## src/rtl/ascon_round_sched.sv

```systemverilog
// Counted, handshaked Ascon round-constant scheduler for p^12 / p^8 / p^6 with UNROLL rounds per clock.
// Optional abort input is enabled by defining ASCON_ROUND_SCHED_ABORT_EN.
module ascon_round_sched #(
   parameter int UNROLL = 1
) (
   input  logic                clk,
   input  logic                rst_n,
   input  logic                start,
   input  logic [1:0]          mode,
`ifdef ASCON_ROUND_SCHED_ABORT_EN
   input  logic                abort,
`endif
   output logic                ready,
   output logic                busy,
   output logic                round_en,
   output logic                last,
   output logic [8*UNROLL-1:0] rc,
   output logic                done,
   output logic                err
);

   localparam logic [1:0] IDLE  = 2'd0;
   localparam logic [1:0] RUN   = 2'd1;
   localparam logic [1:0] DONE  = 2'd2;
   localparam logic [3:0] CNT12 = 4'(12 / UNROLL);
   localparam logic [3:0] CNT8  = 4'(8 / UNROLL);
   localparam logic [3:0] CNT6  = 4'(6 / UNROLL);

   if ((UNROLL != 1) && (UNROLL != 2)) begin : g_bad_unroll
      $error("ascon_round_sched: UNROLL must be 1 or 2");
   end

   logic [1:0]          state_r, state_s;
   logic [3:0]          cnt_r, cnt_s;
   logic [8*UNROLL-1:0] rc_r, rc_s;
   logic                err_r, err_s;
   logic                abort_s;

`ifdef ASCON_ROUND_SCHED_ABORT_EN
   assign abort_s = abort;
`else
   assign abort_s = 1'b0;
`endif

   // One Ascon constant step: upper nibble counts down, lower nibble counts up.
   function automatic logic [7:0] step(input logic [7:0] x);
      step = {x[7:4] - 4'd1, x[3:0] + 4'd1};
   endfunction

   function automatic logic [8*UNROLL-1:0] lanes(input logic [7:0] first);
      logic [7:0] x;
      lanes = '0;
      x     = first;
      for (int k = 0; k < UNROLL; k++) begin
         lanes[8*k +: 8] = x;
         x               = step(x);
      end
   endfunction

   function automatic logic [7:0] start_rc(input logic [1:0] m);
      case (m)
         2'b00:   start_rc = 8'hF0;
         2'b01:   start_rc = 8'hB4;
         default: start_rc = 8'h96;
      endcase
   endfunction

   function automatic logic [3:0] load_cnt(input logic [1:0] m);
      case (m)
         2'b00:   load_cnt = CNT12;
         2'b01:   load_cnt = CNT8;
         default: load_cnt = CNT6;
      endcase
   endfunction

   // Next-state, counter and constant update; the final round keeps its constant on rc.
   always_comb begin
      state_s = state_r;
      cnt_s   = cnt_r;
      rc_s    = rc_r;
      err_s   = 1'b0;
      case (state_r)
         IDLE: begin
            if (abort_s) begin
               state_s = IDLE;
            end else if (start && (mode == 2'b11)) begin
               err_s = 1'b1;
            end else if (start) begin
               state_s = RUN;
               cnt_s   = load_cnt(mode);
               rc_s    = lanes(start_rc(mode));
            end else begin
               state_s = IDLE;
            end
         end
         RUN: begin
            if (abort_s) begin
               state_s = IDLE;
               cnt_s   = 4'd0;
            end else if (cnt_r == 4'd1) begin
               state_s = DONE;
               cnt_s   = cnt_r - 4'd1;
            end else begin
               state_s = RUN;
               cnt_s   = cnt_r - 4'd1;
               rc_s    = lanes(step(rc_r[8*UNROLL-1 -: 8]));
            end
         end
         DONE: begin
            state_s = IDLE;
         end
         default: begin
            state_s = IDLE;
            cnt_s   = 4'd0;
         end
      endcase
   end

   // State registers.
   always_ff @(posedge clk or negedge rst_n) begin
      if (!rst_n) begin
         state_r <= IDLE;
         cnt_r   <= 4'd0;
         rc_r    <= '0;
         err_r   <= 1'b0;
      end else begin
         state_r <= state_s;
         cnt_r   <= cnt_s;
         rc_r    <= rc_s;
         err_r   <= err_s;
      end
   end

   assign ready    = (state_r == IDLE);
   assign busy     = (state_r == RUN);
   assign round_en = (state_r == RUN);
   assign last     = (state_r == RUN) && (cnt_r == 4'd1);
   assign done     = (state_r == DONE);
   assign err      = err_r;
   assign rc       = rc_r;

endmodule

```

## config.mk

```make
export PLATFORM = sky130hd
export DESIGN_NAME = ascon_round_sched
export DESIGN_NICKNAME = d
export VERILOG_FILES = /design/src/rtl/ascon_round_sched.sv
export SDC_FILE = /design/constraint.sdc
export NUM_CORES = 1
export LEC_CHECK = 0
export BUFFER_PORTS_ARGS = -buffer_cell sky130_fd_sc_hd__buf_2
export CORE_AREA = 2 2 59 61
export DETAILED_ROUTE_END_ITERATION = 8
export DIE_AREA = 0 0 61 63
export SLEW_MARGIN = 20
export SYNTH_ARGS = -nofsm -noshare
export SYNTH_HDL_FRONTEND = slang
export SYNTH_SLANG_ARGS = --single-unit
```

## constraint.sdc

```tcl
create_clock -name clk -period 1.7 [get_ports clk]
set_input_delay 0.34 -clock clk [delete_from_list [all_inputs] [get_ports clk]]
set_output_delay 0.34 -clock clk [all_outputs]
set_load 0.03 [all_outputs]
```

Yosys cells after proc, flatten, opt, wreduce, memory -nomap -nowiden:

Cells that the tools add are included.

* output and inout port bits: 14
* bits of input ports: 5
* latch bits: 0
* memories: 0
* word-level logic and storage cells: 38
* memory bits (read-only): 0
* flip-flop bits (word level): 15
* bits in writable memories: 0

* add/sub/neg operators: 3
* shift-type cells: 0
* equality and inequality tests: 8
* mux-type cells: 15
* order comparisons: 0
* reduce and logical (&&, ||, !) cells: 7
* multiply operators: 0
* div/mod/pow operators: 0
* bitwise operators: 1

Operators by type and width (count)
* two-way mux 8 bit: 3
* one-hot mux 8 bit (2 select lines): 1
* one-hot mux 7 bit (2 select lines): 1
* one-hot mux 4 bit (3 select lines): 1
* two-way mux 4 bit: 2
* one-hot mux 4 bit (2 select lines): 1
* subtractor 4 x 1 -> 4 bit, second input constant: 2
* inequality test 2 bit, second input constant: 3
* adder 4 x 1 -> 4 bit, second input constant: 1
* equality test 2 x 1 -> 1 bit, second input constant: 2
* equality test 2 bit, second input constant: 2
* equality test 4 x 1 -> 1 bit, second input constant: 1
* zero test 2 bit: 2
* two-way mux 2 bit: 2
* one-hot mux 2 bit (2 select lines): 1
* AND reduction 4 bit: 1
* two-way mux 1 bit: 3
* AND reduction 3 bit: 1
* logical AND 1 bit: 2
* nonzero test 2 bit: 1
* inverter 1 bit: 1

Depth between registers and ports, before layout:

* word-level depth: 5
* depth in mapped cells: 6
* mapped depth without buffers: 5

Worst setup path after synthesis:

No wires, ideal clock.

* path type: reg-to-output
* start: reg cnt_r[1]
* end: out last
* data arrival time: 1.474 ns
* slack: -0.114 ns
* stages on the path, launching flop included: 6
* buffers on the path: 1
* required time: 1.360 ns
* cell sequence: dfrtp_1 > inv_1 > ha_1 > or3b_1 > buf_6 > nor2_1

* longest elaborated chain between the ends: 2

Ends and longest elaborated chain
* start: declaration: line 34 `logic [3:0] cnt_r, cnt_s;`
* start signal: assignment: line 128 `cnt_r <= cnt_s;`
* equality test 4 x 1 -> 1 bit: line 137 `assign last = (state_r == RUN) && (cnt_r == 4'd1);`
* logical AND 1 bit: line 137
* end: declaration: line 16 `output logic last,`

No other way between the ends.

Worst setup path after layout:

Ends and elaborated chain as after synthesis.

==> metrics <==
clock skew=approximately 0.0043 ns; Syn Nets=100; pre-CTS WS=roughly 0.045 ns; CP Max Fanout=2; CTS buffer count=3; Least-Margin Pin Slew=~0.36 ns; xor/xnor share of the synthesized area=1.869%; leakage=0.0005740 uW; cell count after synthesis=between 90 and 100; cell class contributing the biggest share of worst-path delay=simple AND/OR/NAND/NOR gates; slowest cell on the critical path=dfrtp_1; Post-synth EDFFs=0; internal power=around 1400 uW; Horiz. Die Dim=around 61 um; largest family of logic cells by synthesized area=compound AO/OA/AOI/OAI gates; Worst-path clk slew=roughly 0.090 ns; Vias/cell=around 4.9; Sequential Power Share=27.8%; failing checks=negative setup slack; clock latency on the worst-skew pair=0.29 ns; CTS tree=done; WL final=between 2000 and 2500 um; Synth Area per Inst=roughly 10 um2; flops & latches, synth=15; Final Util=around two fifths; CP Data Required Time=approximately 1.4 ns; CP Class=reg -> out; via count=approximately 820; part of the power in the clock network=~8.1%; # IOs=19; first-pass GRT wire length=about 3700 um; max-cap viol count=0; First DRT Iteration DRCs=23; synth unique cells=42; Initial Util=29.00%; mapped cell area=937.1 um2; total grt overflow=0; WHS=about 0.39 ns; WP buf/inv=2; met2 global-route usage=a little over a fifth; post-layout net count=~130; Worst Setup End Kind=primary output; Port Buffers=18; CTS Sinks=15; site row count=21; drt wl/cell=around 14 um; post-layout min period=approximately 1.8 ns; unrepaired setup endpoints after global routing=true; first-pass iteration count of the detailed router=4; n_diodes=0; Rel. slew slack=75.75%; asr flop ratio synth=100.0%; Compound-Gate Fraction of Synth Area=21.50%; Synthesis Warnings=0; Switch Pwr=between 1000 and 1500 uW; crit start category=register; routability cong.=roughly 0.85; commonest register cell after synthesis=dfrtp_1; vias in the first global route=804; Final setup viols=1; All-Layer GR Usage=12.84%; global routing usage on met1=16.05%; combinational fraction of design power=~64%; area growth from synthesis to layout=31.64%; slack of the critical path=-0.1291 ns; depth of the CTS H-tree=1; DP Wirelength=~1600 um; Tcrit/Tclk final=107.6%; area of the die=~0.0038 mm2; switch share=a little under half; crit-path max cell delay=0.40 ns; clock buffer depth=2; share of cells above drive strength 1=40.98%; max-slew violation count=0; core box area=0.003232 mm2; CP Data Arrival Time=between 1 and 1.5 ns; Seq/Total Area, Yosys=roughly 40%; PD cells=between 2000 and 2500 mW/mm2; simple-gate share of the synthesized area=16.02%; final hold violations=0; synthesized-area fraction occupied by adder cells=between 5 and 6%; Die Ht=around 63 um; largest net degree at the start of global routing=16; post-synthesis mux area share=between 7 and 8%; peak supply drop=461.5 uV; Max Clock Freq=roughly 0.55 GHz; Residual DRC=0; CTS Root Cell=clkbuf_4; DRT antenna net count=0; busiest grt layer=met2; worst hold path type=in -> reg; initial antenna violation count=0; worst-path cell chain=inv_2 > ha_4 > or3b_4 > nor2_4 > buf_6; outcome=finished, violations left; met3 GRT Util=under 10%
## stage by stage
| step | instances | TNS [ns] | instance area, um2 | power (uW) |
|---|---|---|---|---|
| final | 168 | -0.1291 | 1234 | 2603 |
| after floorplan | 91 | 0 | 939.7 | 1818 |
| after global placement | 156 | 0 | 1101 | 2164 |
| after global routing | 168 | -0.2525 | 1234 | 2805 |
| after CTS | 166 | -0.1603 | 1206 | 2548 |
| after detailed placement | 156 | 0 | 1101 | 2199 |
## power by group through the flow
stage,clock (uW),sequential [uW],combinational [uW]
global route,230,757,1820
global placement,0,734,1430
floorplan,0,867,951
CTS,215,725,1610
detailed placement,0,745,1450
finish,210,723,1670
## registers in the layout, indices dropped and copies added, names as in the netlist
| name | count |
|---|---|
| rc | 8 |
| cnt_r | 4 |
| state_r | 2 |
| err | 1 |
## routing by layer
metal	wire, um	vias up	share of wire [%]
met3	70	4	3.0
li1	-	400	-
met2	1160	21	50
met1	1029	396	45
met5	0	-	0
met4	51	0	2.2
## worst paths after layout
check | start | endpoint | slack, ns | cells past startpoint
setup / recovery | cnt_r[1] | last | -0.13 | 5
hold / removal | mode[0] | err | 0.39 | 2
setup reg to reg | cnt_r[1] | rc[2] | 0.04 | 6
hold reg to reg | rc[6] | rc[6] | 0.55 | 1
max in group asynchronous | rst_n | state_r[0] | 0.93 | 2
min in group asynchronous | rst_n | cnt_r[3] | 0.49 | 2
## what timing repair did
item                                    in CTS  in global routing
endpoints found under the setup margin       4                  6
resized for setup                           10                  3
hold buffers                                 1                  0
endpoints found under the hold margin       15                  0
pin swaps                                    1                  3
buffers inserted                             5                  2
## area by class of cell
type,count,area (um2)
Multi-Input combinational cell,61,525.5
Timing Repair Buffer,32,209.0
Fill cell,335,1998
Sequential cell,15,377.9
Inverter,10,37.54
Tap cell,46,57.56
Clock buffer,4,26.28
## cells in the mapped netlist, drive strengths merged, types with 2 or more instances
cell	n	share of area, %
a211oi	2	2.1
a21boi	2	1.6
a21oi	5	2.7
a2bb2oi	2	1.9
buf	3	2.5
clkbuf	2	0.80
dfrtp	15	40
ha	4	5.3
inv	10	4.0
mux2	3	3.6
mux2i	4	4.3
nand2b	3	2.0
nand4b	2	1.9
nor2	6	2.4
nor3b	3	2.9
o22ai	3	2.0
o2bb2ai	3	2.8
or3b	2	1.9
## placed cells by master (no fill, tap or decap), drive strengths merged, types with 2 or more instances in the layout
master,netlist,routed
nand2b,3,3
mux2,3,3
o2bb2ai,3,3
buf,3,29
ha,4,4
o22ai,3,3
clkbuf,2,6
a21oi,5,5
inv,10,10
nor3b,3,3
nor2,6,6
a21boi,2,2
mux2i,4,4
or3b,2,2
a211oi,2,2
a2bb2oi,2,2
nand4b,2,2
dfrtp,15,15
## worst register-to-register path, cell delays in order, from the launching register on
cell	delay (ns)
dfrtp_1	0.40
inv_2	0.08
ha_4	0.12
or3b_4	0.39
buf_4	0.15
a32o_1	0.24
o22a_1	0.19
## logic make-up after synthesis
family / after synthesis
AO/OA/AOI/OAI: 26
XOR/XNOR: 2
adder cells (fa/ha/maj): 4
buffers and inverters: 15
flip-flops: 15
multiplexers: 7
AND/OR/NAND/NOR: 22
Power figures use the tool's default switching activity.
